[src/rtl/transpose_collect.sv]
// transpose_collect: assembles a serial element stream into DEPTH-wide rows
// with a valid/ready handshake on the row output.
module transpose_collect #(
    parameter int DEPTH = 8,
    parameter int BITS  = 64
) (
    input  logic                   clk,
    input  logic                   rst,
    input  logic                   clr,
    input  logic                   in_valid,
    input  logic signed [BITS-1:0] in_data,
    output logic                   in_ready,
    output logic                   out_valid,
    output logic signed [BITS-1:0] out_data [DEPTH-1:0],
    input  logic                   out_ready
);
    localparam int CW = $clog2(DEPTH + 1);
    logic [CW-1:0] cnt;
    logic signed [BITS-1:0] row [DEPTH-1:0];
    logic free, accept, xfer_last, xfer_full, load;
    always_comb begin
        in_ready  = cnt < CW'(DEPTH);
        free      = !out_valid || out_ready;
        accept    = in_valid && in_ready && !clr;
        xfer_last = accept && free && cnt == CW'(DEPTH - 1);
        xfer_full = !clr && free && cnt == CW'(DEPTH);
        load      = xfer_last || xfer_full;
    end
    always_ff @(posedge clk) begin
        if (rst) begin
            cnt       <= '0;
            out_valid <= 1'b0;
            for (int i = 0; i < DEPTH; i++) begin
                row[i]      <= '0;
                out_data[i] <= '0;
            end
        end else begin
            for (int i = 0; i < DEPTH; i++)
                if (accept && cnt == CW'(i)) row[i] <= in_data;
            // the last element bypasses the buffer so the row leaves one cycle after it arrives
            if (load) begin
                for (int i = 0; i < DEPTH; i++)
                    out_data[i] <= (xfer_last && i == DEPTH - 1) ? in_data : row[i];
                out_valid <= 1'b1;
            end else if (out_ready) begin
                out_valid <= 1'b0;
            end
            cnt <= (clr || load) ? '0 : accept ? cnt + 1'b1 : cnt;
        end
    end
endmodule

[config.mk]
export PLATFORM = sky130hd
export DESIGN_NAME = transpose_collect
export DESIGN_NICKNAME = d
export VERILOG_FILES = /design/src/rtl/transpose_collect.sv
export SDC_FILE = /design/constraint.sdc
export NUM_CORES = 1
export LEC_CHECK = 0
export BUFFER_PORTS_ARGS = -buffer_cell sky130_fd_sc_hd__buf_2
export CORE_MARGIN = 2
export CORE_UTILIZATION = 50
export DETAILED_ROUTE_END_ITERATION = 7
export PLACE_DENSITY = 0.75
export SLEW_MARGIN = 10
export SYNTH_ARGS = -nofsm -noshare
export SYNTH_HDL_FRONTEND = slang
export SYNTH_SLANG_ARGS = --single-unit
[constraint.sdc]
create_clock -name clk -period 3.4 [get_ports clk]
set_clock_uncertainty 0.1 [all_clocks]
set_input_delay 0.17 -clock clk [delete_from_list [all_inputs] [get_ports clk]]
set_output_delay 0.17 -clock clk [all_outputs]
set_load 0.05 [all_outputs]
* Word-level counts from Yosys, hierarchy flattened
Memory sizes are Yosys's and may differ from the RTL's. A register that Yosys moved wholly into a read port is not among the register bits.
Cells that the tools add are included.
** Storage, ports and cells
- ROM bits :: 0
- RAM bits :: 512
- Word-level logic and storage cells :: 79
- Memories kept :: 1
- Output and inout port bits :: 514
- Bits of input ports :: 69
- Register bits after elaboration :: 5
- Latch bits :: 0
** Operators by class
- $add $sub $neg :: 1
- Reduce and logical (&&, ||, !) cells :: 22
- Equality and inequality tests :: 8
- Divide/modulo/power cells :: 0
- $mul :: 0
- Shift operators :: 0
- $lt $le $gt $ge :: 1
- Bitwise logic cells :: 8
- Muxes and demuxes :: 36
** Memories
- row :: words 8, width 64, rd ports 8, clocked after Yosys merged registers in 8, write ports 8, RTL line 19 : logic signed [BITS-1:0] row [DEPTH-1:0];
** Operators by type and width (number)
- $mux W64 :: 8
- $mux W1 :: 28
- $eq A4 B3 Y1 const B :: 4
- $logic_and A1 B1 Y1 :: 14
- $eq A4 B2 Y1 const B :: 2
- $or A1 B1 Y1 :: 8
- $add A4 B1 Y4 const B :: 1
- $eq A4 B1 Y1 const B :: 1
- $eq A4 B4 Y1 const B :: 1
- $logic_not A4 Y1 :: 1
- $lt A4 B4 Y1 const B :: 1
- $logic_or A1 B1 Y1 :: 3
- $logic_not A1 Y1 :: 2
- $reduce_bool A2 Y1 :: 1
- $reduce_or A2 Y1 :: 1

* Logic depth before layout (Yosys ltp)
- Depth in word-level cells :: 8
- Mapped depth :: 9
- Gate-level depth less buffers :: 6

* Worst setup path before layout
No wires, ideal clock.
- Path type :: register -> register
- Start :: register cnt[3]
- End :: memory row[0][0], enable pin
- Buffers on the path :: 1
- Stages on the path, launching flop included :: 6
- Library setup time :: 0.433 ns
- Path slack :: 0.172 ns
- Required time :: 2.867 ns
- Data arrival time :: 2.695 ns
- Clock period less this slack :: 3.228 ns
- Cell sequence :: dfxtp_1 nor2b_1 nor3b_1 nand2_1 buf_2 nand2b_1
** RTL lines
- start, declared :: RTL line 18 : logic [CW-1:0] cnt;
- start signal, assigned :: RTL line 48 : cnt <= (clr || load) ? '0 : accept ? cnt + 1'b1 : cnt;
- end, declared :: RTL line 19

* Worst setup path in the final report
- Start :: register cnt[0]
- End :: register out_data[165] in the netlist's numbering, read port of row
** Between the ends
- Longest elaborated chain between the ends :: 6
- Elaborated cells on any way between the ends :: 9
- Classes of those cells :: order compare: 1; eq/ne: 2; reduce/logical: 6
** RTL lines
- $lt A4 B4 Y1 :: RTL line 22 : in_ready = cnt < CW'(DEPTH);
- $logic_and A1 B1 Y1 (2 in series) :: RTL line 24 : accept = in_valid && in_ready && !clr;
- $logic_and A1 B1 Y1 (2 in series) :: RTL line 25 : xfer_last = accept && free && cnt == CW'(DEPTH - 1);
- $logic_or A1 B1 Y1 * :: RTL line 27 : load = xfer_last || xfer_full;
- end, declared :: RTL line 14 : output logic signed [BITS-1:0] out_data [DEPTH-1:0],
Every way passes the cells marked *; elsewhere a longest branch is shown, timed or not.
A chain may end at the register's enable or synchronous reset.

==> flow_summary.yaml <==
grt:
  use_met3_pct: 5.024
  grt_max_degree: 107
  gr-usage-met2_pct: 40.84
  antenna_found_initial: 1
  gr-total-overflow: 0
  grt_use_total_pct: 26.21
  busiest_layer: "met2"
  grt_pass1_wl_um: 140800
  first_global_vias: 22880
  met1_usage_pct: 35.91
cts:
  root_buffer: "clkbuf_16"
  cts_hold_repair.buffers: 69
  numCtsBuffers: 99
  clockBufferDepth: 3
  cts.sinks: 1029
  cts_setup_buffers: 0
  insertion_delay_ns: 0.65
  htreeDepth: 3
  clkSlewWorstSetupHoldPaths_ns: 0.06
  tritoncts: "done"
  cts_resized: 0
floorplanning:
  coreArea_mm2: 0.06704
  rows: 95
  die_w_um: 264.0
  die_y_um: 264.0
  pin_count: 583
  dieArea_mm2: 0.06969
  initial_core_util_pct: 50.41
sta:
  hold_slack_ns: 0.2842
  finalSetupTns_ns: 0
  timing.final.crit_share_pct: 82.52
  worst_pin_slew_ns: 0.9028
  final_hold_viol_count: 0
  fin_crit_ns: 2.806
  relSlewSlack_pct: 39.81
  drv_slew: 0
  rsz0062_at_grt: "false"
  setup_viol: 0
  fmax_ghz: 0.3564
cells_and_area:
  syn2layout_area_growth_pct: 23.41
  design_area_mm2: 0.04171
  drive_gt1_share_pct: 25.16
  nNetsFinal: 3233
critical_path:
  cpLargestDelayFamily: "compound AO/OA/AOI/OAI gates"
  cp-startpoint: "cnt[0]"
  arrival_ns: 3.28
  startpoint_type: "flop"
  r2r-start: "cnt[0]"
  crit_path_top_delay_cell: "a211oi_2"
  required_ns: 3.88
  end_kind: "flop"
  crit_chain: "ha_1, nand4b_1, a211oi_2, nor2b_4, buf_12, buf_12, a22o_1"
  worstPathMaxFanout: 63
  crit_type: "flop to flop"
  crit_buf_inv: 2
  crit_top_cell: "buf_12"
  worst_path_largest_cell_delay_ns: 0.54
detailed_routing:
  initialDrtViolationCount: 1934
  avgViaCountPerCell: 5.640
  avgRoutedWirePerCell_um: 22.73
  wirelength_um: 93710
  dr.pass1.iters: 7
  drtAntennaViolNets: 0
  vias: 23250
  drc_errors: 0
synth:
  syn_area_mm2: 0.03379
  synth_area_per_cell_um2: 13.25
  synth_ff_type: "dfxtp_1"
  synth_edf_count: 320
  synth_nets: 2623
  ys_warn_count: 0
  synthTopCellsByArea: "dfxtp_1, edfxtp_1, a22o_1, nor2_1, mux2i_1"
  synth_top_area_share_pct: 42.00
  synth_cell_type_count: 29
  synth-seq-area-share_pct: 70.43
  yosys.cell_count.top_type: "dfxtp_1"
  yosys.area.top_type: "dfxtp_1"
  synth_commonest_cells: "dfxtp_1, nor2_1, a22o_1, edfxtp_1"
  ys_ff_latch: 1029
  async_flop_share_pct: 0
  synth_cells: 2550
placed_design:
  placed_area_mm2: 0.03765
  port_buffers: 582
  gp_congestion: 0.8857
  hpwl_um: 62200
hold_path:
  hold_path_class: "input pin to flop"
  hp-start: "in_data[35]"
pwr:
  max-vdd-ir-drop_uv: 497.6
  p_leak_nw: 18.61
  p_per_area_mw_per_mm2: 590.3
job:
  cap_violations: 0
run_status:
  status: "complete, no violations"
## worst min-delay path, cell delays in order
cell and delay (ns):
dlygate4sd3_1 0.51, buf_2 0.14, mux2i_1 0.08, nor2_1 0.09
## placed cells by master (no fill, tap or decap), drive strengths merged
master       netlist  layout
a211oi             1       1
a21oi              2       2
a22o             320     320
a41oi              1       1
buf               89     636
bufinv             0       3
clkbuf           108     145
clkinv             0      32
clkinvlp           0       5
dfxtp            709     709
diode              0       2
dlygate4sd3        0      69
edfxtp           320     320
ha                 4       4
inv                3       7
mux2i            192     192
nand2              9       9
nand2b            70      70
nand3b             1       1
nand4b             1       1
nor2             516     516
nor2b              3       3
nor3               4       4
nor3b              1       1
nor4bb             1       1
o2bb2ai          192     192
or2                1       1
xnor2              1       1
xor2               1       1
## cell families (layout without fill, tap and decap cells)
family | Yosys count | after routing | synth area share, %
AOI/OAI and AO/OA | 516 | 516 | 13.36
muxes | 192 | 192 | 5.687
adders and majority gates | 4 | 4 | 0.1481
and+or+nand+nor | 607 | 607 | 7.390
buffers and inverters | 200 | 897 | 2.929
xor gates and xnor gates | 2 | 2 | 0.05184
other | 0 | 2 | 0
DFF | 1029 | 1029 | 70.43
## stage by stage
step	total power [mW]	instances	util, %	setup slack, ns
after CTS	24.74	4120	62.20	0.5913
after floorplan	13.41	2550	-	0.1720
final	24.62	4122	62.21	0.5944
after detailed placement	13.72	3863	56.16	0.6013
after global routing	25.29	4120	62.20	0.4337
after global placement	13.70	3863	56.16	0.7795
## flip-flops by register name (all words and copies together) (netlist names)
register	cells
cnt	4
row	512
out_data	512
out_valid	1
## where the power goes
part | internal (mW) | total [mW] | switching, mW
Combinational | 0.169 | 0.666 | 0.496
Sequential | 12.8 | 12.9 | 0.0540
Clock | 6.36 | 11.1 | 4.73
## metal layers
metal | vias to the layer above | routed length [µm] | share of wire (%)
met4 | 0 | 3936 | 4.2
met1 | 11540 | 39930 | 43
li1 | 10420 | - | -
met5 | - | 0 | 0
met3 | 203 | 7050 | 7.5
met2 | 1082 | 42790 | 46
## final timing paths
path / endpoint / slack, ns / depth (start not counted)
hold / removal: row[1][99] / 0.28 / 4
setup reg to reg: out_data[165] / 0.59 / 7
setup / recovery: out_data[165] / 0.59 / 7
hold reg to reg: out_data[103] / 0.33 / 1
## area by class of cell
type | count | area (µm²)
clock buffer | 144 | 2974
fill | 5071 | 25330
antenna | 2 | 5.005
tap | 873 | 1092
sequential | 1029 | 23800
inverter | 3 | 11.26
clock inverter | 44 | 390.4
timing repair buffer | 706 | 4338
multi-input combinational | 1321 | 9092
Power figures use the tool's default switching activity.
